### src/rtl/seq_timer_dev_if.sv
// Sequencer oreg slot into the timer and readback byte out to a sequencer ireg.
interface seq_timer_dev_if;
  logic [11:0] oreg;
  logic        oreg_wen;
  logic [7:0]  status;

  modport master (output oreg, output oreg_wen, input status);
  modport slave  (input oreg, input oreg_wen, output status);
endinterface

### src/rtl/seq_timer_dev.sv
// Programmable prescaled down-counting timer on a sequencer oreg slot.
// Any command edge pre-empts the prescaler, so the tick is skipped for that edge.
module seq_timer_dev #(
  parameter logic [7:0] DEV_ID = 8'hA1
) (
  input  logic           clock,
  input  logic           reset,
  seq_timer_dev_if.slave bus
);

  localparam logic [3:0] C_NOP    = 4'h0;
  localparam logic [3:0] C_SETPRE = 4'h1;
  localparam logic [3:0] C_SETCNT = 4'h2;
  localparam logic [3:0] C_START  = 4'h3;
  localparam logic [3:0] C_STOP   = 4'h4;
  localparam logic [3:0] C_ACK    = 4'h5;
  localparam logic [3:0] C_SEL    = 4'h6;

  logic       r_run;
  logic       r_auto;
  logic [7:0] r_pre_rld;
  logic [7:0] r_pre_cnt;
  logic [7:0] r_cnt_rld;
  logic [7:0] r_cnt;
  logic       r_done;
  logic       r_ovr;
  logic       r_err;
  logic [1:0] r_sel;

  logic [3:0] w_cmd;
  logic [7:0] w_data;

  assign w_cmd  = bus.oreg[11:8];
  assign w_data = bus.oreg[7:0];

  always_ff @(posedge clock) begin
    if (reset) begin
      r_run     <= 1'b0;
      r_auto    <= 1'b0;
      r_pre_rld <= 8'd0;
      r_pre_cnt <= 8'd0;
      r_cnt_rld <= 8'd0;
      r_cnt     <= 8'd0;
      r_done    <= 1'b0;
      r_ovr     <= 1'b0;
      r_err     <= 1'b0;
      r_sel     <= 2'd0;
    end else if (bus.oreg_wen) begin
      case (w_cmd)
        C_NOP: ;
        C_SETPRE: r_pre_rld <= w_data;
        C_SETCNT: begin
          r_cnt_rld <= w_data;
          if (!r_run) r_cnt <= w_data;
        end
        C_START: begin
          r_run     <= 1'b1;
          r_auto    <= w_data[0];
          r_pre_cnt <= r_pre_rld;
        end
        C_STOP: r_run <= 1'b0;
        C_ACK: begin
          if (w_data[0]) r_done <= 1'b0;
          if (w_data[1]) r_ovr  <= 1'b0;
          if (w_data[2]) r_err  <= 1'b0;
        end
        C_SEL: r_sel <= w_data[1:0];
        default: r_err <= 1'b1;
      endcase
    end else if (r_run) begin
      if (r_pre_cnt == 8'd0) begin
        r_pre_cnt <= r_pre_rld;
        // A count of 0 or 1 expires on the first tick
        if (r_cnt > 8'd1) begin
          r_cnt <= r_cnt - 8'd1;
        end else begin
          r_done <= 1'b1;
          if (r_done) r_ovr <= 1'b1;
          if (r_auto) begin
            r_cnt <= r_cnt_rld;
          end else begin
            r_cnt <= 8'd0;
            r_run <= 1'b0;
          end
        end
      end else begin
        r_pre_cnt <= r_pre_cnt - 8'd1;
      end
    end
  end

  always_comb begin
    bus.status = 8'h00;
    case (r_sel)
      2'd0: bus.status = {7'b0, r_done};
      2'd1: bus.status = r_cnt;
      2'd2: bus.status = {r_run, r_auto, 3'b0, r_err, r_ovr, r_done};
      default: bus.status = DEV_ID;
    endcase
  end

endmodule

### src/flat_wrapper.sv
// flat-port wrapper written by rule: the top's interface ports become plain ports
module seq_timer_dev_flat 
#(
  parameter logic [7:0] DEV_ID = 8'hA1
)
  (clock, reset, bus_oreg, bus_oreg_wen, bus_status);
  seq_timer_dev_if bus_i ();
  input  logic clock;
  input  logic reset;
  input wire logic [$bits(bus_i.oreg)-1:0] bus_oreg;
  input wire logic [$bits(bus_i.oreg_wen)-1:0] bus_oreg_wen;
  output wire logic [$bits(bus_i.status)-1:0] bus_status;
  assign bus_i.oreg = bus_oreg;
  assign bus_i.oreg_wen = bus_oreg_wen;
  assign bus_status = bus_i.status;
  seq_timer_dev #(.DEV_ID(DEV_ID)) u_core (.clock(clock), .reset(reset), .bus(bus_i));
endmodule
### config.mk
export PLATFORM = sky130hd
export DESIGN_NAME = seq_timer_dev_flat
export DESIGN_NICKNAME = d
export VERILOG_FILES = /design/src/rtl/seq_timer_dev_if.sv /design/src/rtl/seq_timer_dev.sv /design/src/flat_wrapper.sv
export SDC_FILE = /design/constraint.sdc
export NUM_CORES = 1
export LEC_CHECK = 0
export ABC_AREA = 1
export CAP_MARGIN = 20
export CORE_MARGIN = 2
export CORE_UTILIZATION = 53
export CTS_BUF_LIST = sky130_fd_sc_hd__clkbuf_8
export DETAILED_ROUTE_END_ITERATION = 10
export PLACE_DENSITY = 0.75
export RECOVER_POWER = 25
export REMOVE_ABC_BUFFERS = 1
export SETUP_SLACK_MARGIN = 0.1
export SLEW_MARGIN = 20
export SYNTH_ARGS = -nofsm -noshare
export SYNTH_HDL_FRONTEND = slang
export SYNTH_SLANG_ARGS = --single-unit
### constraint.sdc
create_clock -name clock -period 1.4 [get_ports clock]
set_input_delay 0.28 -clock clock [delete_from_list [all_inputs] [get_ports clock]]
set_output_delay 0.28 -clock clock [all_outputs]
set_load 0.05 [all_outputs]
==> results of run 1 <==
==> worst max-delay path: cells and delay by family (launching register included) <==
kind / cells / cell delay (ps)
AOI/OAI and AO/OA: 1 / 250
buffers and inverters: 1 / 60
and+or+nand+nor: 7 / 610
DFF: 1 / 370
adders and majority gates: 1 / 190
==> per-layer routing <==
metal  vias up  GRT usage (%)  share of wire [%]  wire, µm
met2       241          55.45                 49      4570
met3        66          8.405                9.4       881
met4         0          19.92                5.5       515
met5         -              0                  0         0
met1      1358          39.70                 36      3371
li1       1327              -                  -         -
==> power by group through the flow <==
stage               logic (mW)  clock network (mW)  registers (mW)
detailed placement       0.520                   0            1.18
floorplan                0.291                   0            1.18
global route             0.817               0.813            1.16
global placement         0.512                   0            1.18
finish                   0.772               0.770            1.16
CTS                      0.652               0.760            1.15
==> cells in the final DEF (no fill, tap or decap), types with 3 or more instances in the layout <==
cell | synthesis | final
nand4_1 | 5 | 5
nor2_4 | 4 | 10
nand2_8 | 1 | 4
inv_4 | 2 | 5
dfxtp_4 | 0 | 4
nand2_1 | 72 | 55
nor2_2 | 5 | 10
dfxtp_1 | 39 | 26
a21oi_2 | 4 | 11
nand3_1 | 26 | 18
nor2_1 | 43 | 33
dlygate4sd2_1 | 0 | 4
o21ai_0 | 31 | 25
xor2_1 | 5 | 4
a21oi_1 | 33 | 24
o21ai_1 | 9 | 10
inv_2 | 11 | 14
clkdlybuf4s50_1 | 0 | 9
nand2_4 | 4 | 8
o21ai_2 | 0 | 3
clkbuf_8 | 0 | 5
buf_12 | 0 | 9
nand3_2 | 3 | 10
buf_6 | 1 | 13
ha_4 | 0 | 3
nand2_2 | 4 | 15
dfxtp_2 | 0 | 9
buf_4 | 2 | 38
inv_1 | 38 | 30
==> stage by stage <==
step / instances / util (%) / setup TNS [ps] / power [mW] / instance area [µm²]
floorplan: 353 / - / -1549 / 1.466 / 2332
global placement: 464 / 68.91 / -6963 / 1.691 / 3000
detailed placement: 464 / 68.91 / -8261 / 1.699 / 3000
CTS: 486 / 80.72 / -194.6 / 2.563 / 3515
global route: 491 / 85.06 / -2124 / 2.790 / 3704
finish: 491 / 85.06 / -1185 / 2.700 / 3704
==> cells in the mapped netlist (2+ instances only) <==
master    count
nand2_1      72
nand2_2       4
nor2_2        5
nand4_1       5
nor2_4        4
dfxtp_1      39
a21oi_1      33
nand3_1      26
buf_4         2
inv_1        38
xor2_1        5
a21oi_2       4
o21ai_1       9
nand3_2       3
nand2_4       4
o21ai_0      31
buf_2         3
ha_1          4
clkbuf_1      4
o22ai_1       3
inv_2        11
nor2_1       43
inv_4         2
==> worst max-delay path by stage <==
stage                    start              end  slack [ps]  cells after the start
6_report       u_core.r_cnt[1]  u_core.r_cnt[3]        -180                     10
5_1_grt        u_core.r_cnt[1]  u_core.r_cnt[7]        -220                     10
4_1_cts        u_core.r_sel[1]    bus_status[0]         -50                      5
3_5_place_dp      bus_oreg[11]  u_core.r_cnt[3]        -310                     11
3_3_place_gp      bus_oreg[11]  u_core.r_cnt[3]        -260                     11
2_1_floorplan  u_core.r_sel[1]    bus_status[2]        -510                      3
==> cell families after synthesis <==
| group | after synthesis | synth area share (%) |
|---|---|---|
| and+or+nand+nor | 169 | 33.84 |
| buffers and inverters | 63 | 11.10 |
| adders and majority gates | 4 | 2.095 |
| DFF | 39 | 32.69 |
| xor gates and xnor gates | 5 | 1.833 |
| AOI/OAI and AO/OA | 83 | 18.44 |
==> what timing repair did <==
| action | in CTS | in global routing |
|---|---|---|
| resized for setup | 99 | 49 |
| endpoints found under the setup margin | 37 | 34 |
| setup buffers | 12 | 6 |
| pin swaps | 22 | 25 |
| cloned | 2 | 0 |
| hold endpoints to repair | 0 | 0 |
==> layout make-up <==
type	instances	area [µm²]	area share, %
Sequential cell	39	807.0	21.79
Multi-Input combinational cell	263	1735	46.86
Tap cell	52	65.06	1.757
Clock buffer	5	68.82	1.858
Timing Repair Buffer	76	769.5	20.78
Clock inverter	3	16.27	0.4392
Inverter	53	241.5	6.520
==> state kept, by name (all words and copies together), names as in the netlist <==
name and count:
u_core.r_auto 1, u_core.r_cnt 8, u_core.r_cnt_rld 8, u_core.r_done 1, u_core.r_err 1, u_core.r_ovr 1, u_core.r_pre_cnt 8, u_core.r_pre_rld 8
u_core.r_run 1, u_core.r_sel 2
==> impl_metrics.yaml, run 1 <==
yosys:
  yosys.area.top_type: "dfxtp_1"
  synth.area.top_cells: "dfxtp_1 33%, nand2_1 11%, a21oi_1 6.9%"
  synth_flop_cell: "dfxtp_1"
  netlist_area_mm2: 0.002389
  synthArstFlopShare_pct: 0
  synth_cells: 363
  synth_top_area_share_pct: 32.69
  synth_edf_count: 0
  ys_ff_latch: 39
  synth.distinct_cells: 32
  post_synth.cell_area_avg_um2: 6.580
  synth_seq_area_share_pct: 32.69
  ys_warn_count: 0
worst_hold_path:
  worstHoldStart: "bus_oreg_wen"
  min_to: "u_core.r_auto"
  hold-path-cell-count: 4
  holdCritPathClass: "input pin to flop"
placed_design:
  dp_slack_ps: -305.4
  place_hpwl_um: 4479
  place.port_buffers: 22
  gp_congestion: 0.8107
critical_path:
  worstPathMaxFanout: 5
  worstSetupPathType: "flop to flop"
  path_cells: "inv_4 > ha_4 > o21ai_4 > nor2_4 > nand2_1 > nand2_1 > nor2_2 > nor2_1 > nor2_1 > nor2_1"
  cp.required_ps: 1590
  timing.rr.start: "u_core.r_cnt[1]"
  regToRegSetupSlack_ps: -180
  crit_path_top_delay_cell: "dfxtp_2"
  endpoint_kind: "flop"
  reg2regPathDepth: 10
  startpoint_type: "flop"
  r2r_end: "u_core.r_cnt[3]"
  crit_top_cell: "nor2_1"
  slowest_delay_ps: 370
  arrival_ps: 1770
timing:
  hold_violations: 0
  layout_min_cycle_time_ps: 1583
  setup_viol: 17
  fin_crit_sh_pct: 113.1
  fin_skew_ps: 7.375
  setup_ws_ps: -182.8
  fmax_ghz: 0.6318
  slew_headroom_pct: 65.68
  slew_violations: 0
  hold_slack_ps: 471.0
  worstMarginPinSlew_ps: 514.8
  rsz0062_at_grt: "yes"
drt:
  drt_iter0_markers: 415
  ant_nets: 0
  route.detailed.drc: 0
  vias: 2992
  viasPerCell: 6.094
  first_pass_iters: 5
  drt-total-wl_um: 9339
  wl_per_cell_um: 19.02
floorplanning:
  initial_utilization_pct: 54.86
  rows: 24
  io-pin-count: 23
  die_w_um: 71.13
  die_y_um: 71.13
  die_area_mm2: 0.005059
  core_mm2: 0.004354
power_and_ir_drop:
  p_comb_share_pct: 28.6
  p_leak_nw: 1.573
  intPower_mw: 1.784
  powerDensity_mw_per_mm2: 729.0
  ir_worst_vdd_v: 0.0005238
  power.net_switching_mw: 0.9158
  pwr-share-clk_pct: 28.5
  p_seq_share_pct: 42.9
  swShare_pct: 33.92
clock_tree:
  clock_insertion_delay_worst_skew_ps: 300
  clockBufferDepth: 2
  tritoncts: "built"
  path_clk_slew_ps: 80
  cts-hold-fix-buffers: 0
  root_buffer: "clkbuf_8"
  htree_levels: 2
  numCtsBuffers: 5
  cts_sinks: 39
cells_and_area:
  layout-drive-gt1-share_pct: 43.51
  n_fill_cell: 213
  area_delta_synth_final_pct: 55.05
  diodes: 0
  layout.nets: 457
global_route:
  grt_pass1_wl_um: 13180
  grt_pass1_vias: 2805
  antenna_found_initial: 0
  overflow: 0
  grt_max_degree: 26
  track_usage_pct: 33.71
status:
  violations: "setup timing"
  outcome: "complete, but fails checks"
run:
  max-cap-violations: 0
(Power assumes the default switching activity.)
==> run 2: changes to the inputs <==
--- a/config.mk
+++ b/config.mk
@@ -8,8 +8,7 @@
 export ABC_AREA = 1
 export CAP_MARGIN = 20
 export CORE_MARGIN = 2
-export CORE_UTILIZATION = 53
-export CTS_BUF_LIST = sky130_fd_sc_hd__clkbuf_8
+export CORE_UTILIZATION = 51
 export DETAILED_ROUTE_END_ITERATION = 10
 export PLACE_DENSITY = 0.75
 export RECOVER_POWER = 25
==> impl_metrics.yaml, run 2 (synthesis gave the netlist of run 1 again) <==
timing:
  setup_viol: 27
  setup_ws_ps: -304.9
  setup_tns_ps: -3656
  worstMarginPinSlew_ps: 334.9
  fmax_ghz: 0.5865
  hold_violations: 0
  fin_skew_ps: 11.56
  rsz0062_at_grt: "yes"
  layout_min_cycle_time_ps: 1705
  slew_headroom_pct: 77.48
  slew_violations: 0
  fin_crit_sh_pct: 121.8
floorplanning:
  die_y_um: 72.44
  rows: 24
  initial_utilization_pct: 53.74
  io-pin-count: 23
  die_w_um: 72.44
  core_mm2: 0.004444
  die_area_mm2: 0.005247
drt:
  vias: 3464
  viasPerCell: 6.792
  wl_per_cell_um: 24.96
  drt-total-wl_um: 12730
  first_pass_iters: 5
  drt_iter0_markers: 575
  route.detailed.drc: 0
  ant_nets: 0
status:
  outcome: "complete, but fails checks"
  violations: "setup timing"
global_route:
  overflow: 0
  grt-busiest-layer: "met2"
  met1_usage_pct: 46.19
  grt_max_degree: 26
  grt_use_met2_pct: 63.00
  use_met3_pct: 8.472
  grt_pass1_wl_um: 15390
  antenna_found_initial: 1
  grt_pass1_vias: 3070
  track_usage_pct: 38.76
cells_and_area:
  postLayoutCellArea_mm2: 0.004053
  layout-drive-gt1-share_pct: 49.67
  layout.nets: 475
  area_delta_synth_final_pct: 69.67
  final_cell_mix: "50 x nand2_1, 50 x buf_4, 29 x nor2_1, 27 x inv_1, 26 x dfxtp_1"
  fin_util_pct: 91.19
critical_path:
  worstPathMaxFanout: 5
  reg2regPathDepth: 11
  arrival_ps: 1950
  worstSetupPathType: "flop to flop"
  regToRegSetupSlack_ps: -300
  slowest_delay_ps: 340
  endpoint_kind: "flop"
  critPathCapture: "u_core.r_cnt[3]"
  cp.required_ps: 1640
  crit_top_cell: "nor2_1"
  path_cells: "inv_4 > ha_4 > buf_6 > o21ai_4 > nor2_4 > nand2_1 > nand2_1 > nor2_2 > nor2_1 > nor2_1 > nor2_1"
  crit_path_top_delay_cell: "dfxtp_2"
  r2r_end: "u_core.r_cnt[3]"
  timing.rr.start: "u_core.r_cnt[1]"
  startpoint_type: "flop"
  startpoint: "u_core.r_cnt[1]"
clock_tree:
  path_clk_slew_ps: 90
  cts_sinks: 39
  root_buffer: "clkbuf_8"
  clock_insertion_delay_worst_skew_ps: 320
  tritoncts: "built"
  clockBufferDepth: 2
  htree_levels: 2
  numCtsBuffers: 5
power_and_ir_drop:
  pwr-share-clk_pct: 35.5
  fin_total_pwr_mw: 3.350
  ir_worst_vdd_v: 0.0008022
  power.net_switching_mw: 1.078
  powerDensity_mw_per_mm2: 826.7
  swShare_pct: 32.19
  p_seq_share_pct: 34.5
  intPower_mw: 2.272
  p_comb_share_pct: 30.0
  p_leak_nw: 1.695
placed_design:
  dp_slack_ps: -337.1
  place.port_buffers: 22
  gp_congestion: 0.8458
  place_area_mm2: 0.003073
  place_hpwl_um: 4876
worst_hold_path:
  holdCritPathClass: "flop to flop"
run:
  max-cap-violations: 0
[run 2: final cells by class]
| type | count | area [µm²] |
|---|---|---|
| diodes | 1 | 2.502 |
| clock buffers | 5 | 68.82 |
| clock inverters | 3 | 67.56 |
| fillers | 171 | 391.6 |
| inverters | 53 | 239.0 |
| multi-input cells | 263 | 1817 |
| flip-flops and latches | 39 | 812.0 |
| well taps | 52 | 65.06 |
| repair buffers | 94 | 980.9 |
[run 2: timing repair]
action / CTS / global route
gates resized for setup: 123 / 54
setup endpoints to repair: 42 / 28
hold buffers: 0 / 0
cloned: 3 / 0
setup buffers: 14 / 14
pin swaps: 32 / 32
[run 2: power by group through the flow]
stage               logic, mW  registers [mW]  clock network (mW)
global route             1.03            1.16                1.20
floorplan               0.291            1.18                   0
global placement        0.528            1.18                   0
detailed placement      0.542            1.18                   0
CTS                     0.736            1.15                1.13
finish                   1.00            1.16                1.19
[run 2: worst min-delay path by stage]
stage / from / end / slack, ps / cells past startpoint
2_1_floorplan: reset / u_core.r_cnt[0] / 350 / 1
3_3_place_gp: u_core.r_pre_rld[7] / u_core.r_pre_rld[7] / 440 / 2
3_5_place_dp: u_core.r_pre_rld[7] / u_core.r_pre_rld[7] / 450 / 2
4_1_cts: u_core.r_pre_rld[4] / u_core.r_pre_rld[4] / 490 / 2
5_1_grt: u_core.r_err / u_core.r_err / 520 / 2
6_report: u_core.r_cnt_rld[6] / u_core.r_cnt_rld[6] / 490 / 2
[run 2: routing by layer]
layer	wire length (µm)	up-vias
li1	-	1364
met1	4142	1520
met2	5580	417
met3	1650	163
met4	1358	0
met5	0	-
[run 2: stage by stage]
step                      std cells  hold slack [ps]
after global routing            509            515.4
final                           510            492.7
after floorplan                 353            349.1
after CTS                       497            487.1
after global placement          472            440.9
after detailed placement        472            454.6
[run 2: worst max-delay path, delay by kind of cell (launching register included)]
| kind | cells | cell delay [ps] |
|---|---|---|
| AND/OR/NAND/NOR | 7 | 760 |
| adder cells (fa/ha/maj) | 1 | 220 |
| flip-flops | 1 | 340 |
| buffers and inverters | 2 | 230 |
| AO/OA/AOI/OAI | 1 | 70 |
==> run 3: changes to the inputs <==
--- a/config.mk
+++ b/config.mk
@@ -12,9 +12,8 @@
 export DETAILED_ROUTE_END_ITERATION = 10
 export PLACE_DENSITY = 0.75
 export RECOVER_POWER = 25
-export REMOVE_ABC_BUFFERS = 1
 export SETUP_SLACK_MARGIN = 0.1
-export SLEW_MARGIN = 20
+export SLEW_MARGIN = 25
 export SYNTH_ARGS = -nofsm -noshare
 export SYNTH_HDL_FRONTEND = slang
 export SYNTH_SLANG_ARGS = --single-unit
==> impl_metrics.yaml, run 3 (synthesis gave the netlist of run 1 again) <==
critical_path:
  critPathCapture: "u_core.r_cnt[6]"
  endpoint_kind: "flop"
  startpoint_type: "flop"
  reg2regPathDepth: 11
  r2r_end: "u_core.r_cnt[6]"
  arrival_ps: 1750
  worstPathMaxFanout: 6
  cp.required_ps: 1620
  startpoint: "u_core.r_cnt[0]"
  regToRegSetupSlack_ps: -120
  timing.rr.start: "u_core.r_cnt[0]"
  worstSetupPathType: "flop to flop"
timing:
  worstMarginPinSlew_ps: 370.0
  slew_headroom_pct: 75.07
  layout_min_cycle_time_ps: 1522
  setup_viol: 18
  rsz0062_at_grt: "yes"
  fin_skew_ps: 13.42
  setup_ws_ps: -122.4
  fin_crit_sh_pct: 108.7
  fmax_ghz: 0.6569
  setup_tns_ps: -1203
  slew_violations: 0
  hold_violations: 0
global_route:
  grt_pass1_vias: 2741
  grt_max_degree: 26
  track_usage_pct: 29.92
  overflow: 0
  grt_pass1_wl_um: 12280
  antenna_found_initial: 0
drt:
  viasPerCell: 5.881
  drt-total-wl_um: 8492
  route.detailed.drc: 0
  ant_nets: 0
  wl_per_cell_um: 17.37
  first_pass_iters: 5
  drt_iter0_markers: 331
  vias: 2876
clock_tree:
  tritoncts: "built"
  root_buffer: "clkbuf_8"
  htree_levels: 2
  cts_sinks: 39
  clock_insertion_delay_worst_skew_ps: 300
  numCtsBuffers: 5
  path_clk_slew_ps: 90
  clockBufferDepth: 2
floorplanning:
  core_mm2: 0.004444
  die_area_mm2: 0.005247
  die_y_um: 72.44
  io-pin-count: 23
  rows: 24
  die_w_um: 72.44
  initial_utilization_pct: 53.74
run:
  max-cap-violations: 0
yosys:
  synth_nets: 382
cells_and_area:
  final_cell_mix: "61 x nand2_1, 37 x buf_4, 36 x nor2_1, 27 x dfxtp_1"
  area_delta_synth_final_pct: 55.00
  mostFrequentLayoutCell: "nand2_1"
  diodes: 0
  fin_cells: 489
  layout-drive-gt1-share_pct: 41.42
  n_fill_cell: 235
  layout.nets: 455
placed_design:
  place_inst: 466
  place_hpwl_um: 4718
  gp_congestion: 0.8260
  place.port_buffers: 22
power_and_ir_drop:
  powerDensity_mw_per_mm2: 773.3
  fin_total_pwr_mw: 2.863
  p_leak_nw: 1.575
  ir_worst_vdd_v: 0.0008090
worst_hold_path:
  holdCritPathClass: "flop to flop"
status:
  violations: "setup timing"
  outcome: "complete, but fails checks"
==> run 3: power breakdown <==
part	switching (mW)	internal, mW
Combinational	0.440	0.318
Clock	0.421	0.531
Sequential	0.0260	1.13
==> run 3: repair_timing <==
item / in CTS / in global routing
buffers inserted: 8 / 5
hold buffers: 0 / 0
pin swaps: 26 / 24
gates resized for setup: 72 / 45
hold endpoints to repair: 0 / 0
gates cloned: 3 / 0
endpoints found under the setup margin: 35 / 40
==> run 3: routing by layer <==
layer,vias to the layer above,global-route usage [%],part of all wire (%)
met4,0,12.96,3.1
met2,164,50.87,49
met1,1360,37.61,41
met3,31,4.444,7.0
met5,-,0,0
li1,1321,-,-
==> run 3: worst min-delay path by stage <==
stage	cells past startpoint	from	to	slack, ps
final	2	u_core.r_pre_cnt[6]	u_core.r_pre_cnt[6]	490
after CTS	2	u_core.r_err	u_core.r_err	470
after detailed placement	2	u_core.r_pre_rld[7]	u_core.r_pre_rld[7]	460
after floorplan	1	reset	u_core.r_pre_cnt[3]	350
after global routing	2	u_core.r_pre_rld[7]	u_core.r_pre_rld[7]	510
after global placement	2	u_core.r_pre_rld[7]	u_core.r_pre_rld[7]	450
==> run 3: critical path, cell delays in order (launching register included) <==
cell,delay [ps]
dfxtp_4,370
inv_4,60
ha_4,150
nor2_4,40
nor2_2,100
nand2_2,110
buf_12,170
nand2_1,50
nand2_1,50
nand3_1,80
nand2_1,90
a21oi_1,170
==> run 3: through the flow <==
step	instance area [µm²]	hold WS, ps	worst slack [ps]	util [%]
floorplan	2446	349.1	-117.0	-
global placement	3069	452.4	-262.6	69.06
detailed placement	3069	460.0	-312.9	69.06
CTS	3526	474.8	-54.10	79.34
global route	3702	514.3	-187.4	83.31
finish	3702	493.7	-122.4	83.31
==> run 3: layout make-up <==
type	instances	area (µm²)	share of cell area, %
clock inverter	3	43.79	1.183
multi-input combinational	263	1697	45.83
timing repair buffer	74	780.7	21.09
sequential	39	813.3	21.97
inverter	53	234.0	6.320
clock buffer	5	68.82	1.859
tap	52	65.06	1.757
==> patch, RTL diff (flow settings as in run 1) <==
Make the reset (`reset`) asynchronous in one clocked block.
--- a/src/rtl/seq_timer_dev.sv
+++ b/src/rtl/seq_timer_dev.sv
@@ -33,7 +33,7 @@
   assign w_cmd  = bus.oreg[11:8];
   assign w_data = bus.oreg[7:0];
 
-  always_ff @(posedge clock) begin
+  always_ff @(posedge clock or posedge reset) begin
     if (reset) begin
       r_run     <= 1'b0;
       r_auto    <= 1'b0;
Check against the original RTL: differs if reset is asserted again (counterexample within 4 cycles, from zero or initial values and one cycle with reset high); with reset held inactive, the same outputs for 4 cycles.
==> patch against run 1 <==
  * The flow still finishes with violations (negative setup slack)
  * Routed wire length up 20%
  * Fmax is 9.1% lower
  * Cell area is 5.6% higher
  * Critical path type unchanged
  * Sequential cell count stayed put
  * Highest routed layer unchanged
  * Count of clock-buffer cells in the layout is the same
  * Die area up 0.39%
  * Area after synthesis grew 0.42%
  * Via count increased by 10%
  * Worst setup slack worse by 160 ps
Power is not compared: it rests on default switching activity, and its combinational part moved more than twofold at a synthesized area within 25%.
==> patch: results <==
{
  "synth_seq_area_share_pct": 40.7,
  "vias": 3302,
  "groute.usage.overall_pct": 36.4,
  "max_stage_delay_ps": 410,
  "wl_met1_um": 3830,
  "tightest_slew_ps": 918,
  "placed_cells": 469,
  "grt_pass1_vias": 3031,
  "detailed_place_hpwl_um": 4810,
  "worst_hold_path_type": "flip-flop to flip-flop",
  "postLayoutSetupSlackWorst_ps": -340,
  "netlist_top_cells_count": "sky130_fd_sc_hd__nand2_1 (104), sky130_fd_sc_hd__nor2_1 (44), sky130_fd_sc_hd__inv_1 (40)",
  "worst_setup_hold_path_clk_slew_ps": 100,
  "finish.net_count": 464,
  "netlist_top_cells_area": "sky130_fd_sc_hd__dfrtp_1 (41%), sky130_fd_sc_hd__nand2_1 (16%), sky130_fd_sc_hd__nor2_1 (6.9%)",
  "grt_pass1_wl_um": 14200,
  "finalSetupViolCount": 27,
  "finalWirelength_um": 11200,
  "wl_met2_um": 4940,
  "initialDrtViolationCount": 438,
  "wl_per_cell_um": 22.4,
  "synth.lib_cells_used.distinct": 28,
  "asyncSetResetFlopFracSynth_pct": 100,
  "grt_start_max_net_pins": 40,
  "failing_checks": "negative setup slack",
  "skew_ps": 17.0,
  "run_status": "complete, but fails checks"
}
patch: changes by cell type after synthesis, sizes merged, moves of 2 or more:
cell    delta
nand2     +25
dfxtp     -39
xor2       -3
nand3      +3
inv       -10
nand3b     +3
dfrtp     +39
a21oi     -29
buf        -2
patch: worst paths after layout:
| check | start | end | slack (ps) | cells past startpoint |
|---|---|---|---|---|
| min in group asynchronous | reset | u_core.r_cnt[2]$_DFFE_PP0P_ | 550 | 3 |
| worst max register to register | u_core.r_cnt[1]$_DFFE_PP0P_ | u_core.r_cnt[2]$_DFFE_PP0P_ | -340 | 12 |
| max in group asynchronous | reset | u_core.r_sel[0]$_DFFE_PP0P_ | 210 | 3 |
| worst max-delay path | u_core.r_cnt[1]$_DFFE_PP0P_ | u_core.r_cnt[2]$_DFFE_PP0P_ | -340 | 12 |
| worst min-delay path | u_core.r_cnt_rld[5]$_DFFE_PP0P_ | u_core.r_cnt_rld[5]$_DFFE_PP0P_ | 510 | 2 |
| worst min register to register | u_core.r_cnt_rld[5]$_DFFE_PP0P_ | u_core.r_cnt_rld[5]$_DFFE_PP0P_ | 510 | 2 |
patch: per-layer routing:
metal	GRT usage, %	vias up
met3	7.59	118
li1	-	1303
met4	23.5	0
met5	0	-
met2	57.7	356
met1	45.1	1525
patch: what timing repair did:
action / CTS / global route
gates resized for setup: 73 / 84
cloned: 1 / 1
hold buffers: 0 / 0
pin swaps: 21 / 33
hold endpoints to repair: 0 / 0
setup endpoints to repair: 32 / 47
setup buffers: 15 / 6
patch: layout make-up:
class,instances,area share [%]
timing repair buffer,100,24.7
clock buffer,5,1.76
sequential,39,25.0
clock inverter,3,1.22
tap,52,1.66
multi-input combinational,257,41.4
inverter,42,4.19
patch: per-stage QoR:
step	worst slack, ps	hold slack [ps]	utilization, %
after floorplan	-597	401	-
after global placement	-387	461	72.1
after detailed placement	-402	474	72.1
after CTS	-157	345	82.2
after global routing	-388	538	89.8
final	-340	512	89.8
patch: worst register-to-register path: cells and delay by family (launching register included):
kind	cells	cell delay, ps
simple gates	8	770
flops	1	410
buf+inv	3	320
fa+ha+maj	1	180
patch: logic make-up after synthesis:
logic type               share of synthesized area, %
XOR/XNOR                                        0.730
adder cells (fa/ha/maj)                          2.09
flip-flops                                       40.7
buffers and inverters                            9.28
AO/OA/AOI/OAI                                    11.4
AND/OR/NAND/NOR                                  35.8
patch: power by group through the flow:
stage | registers (µW) | clock network [µW] | logic, µW
2_1_floorplan | 1740 | 0 | 1600
3_3_place_gp | 1710 | 0 | 3050
3_5_place_dp | 1720 | 0 | 3130
4_1_cts | 1720 | 992 | 3660
5_1_grt | 1830 | 1090 | 4930
6_report | 1820 | 1030 | 4730
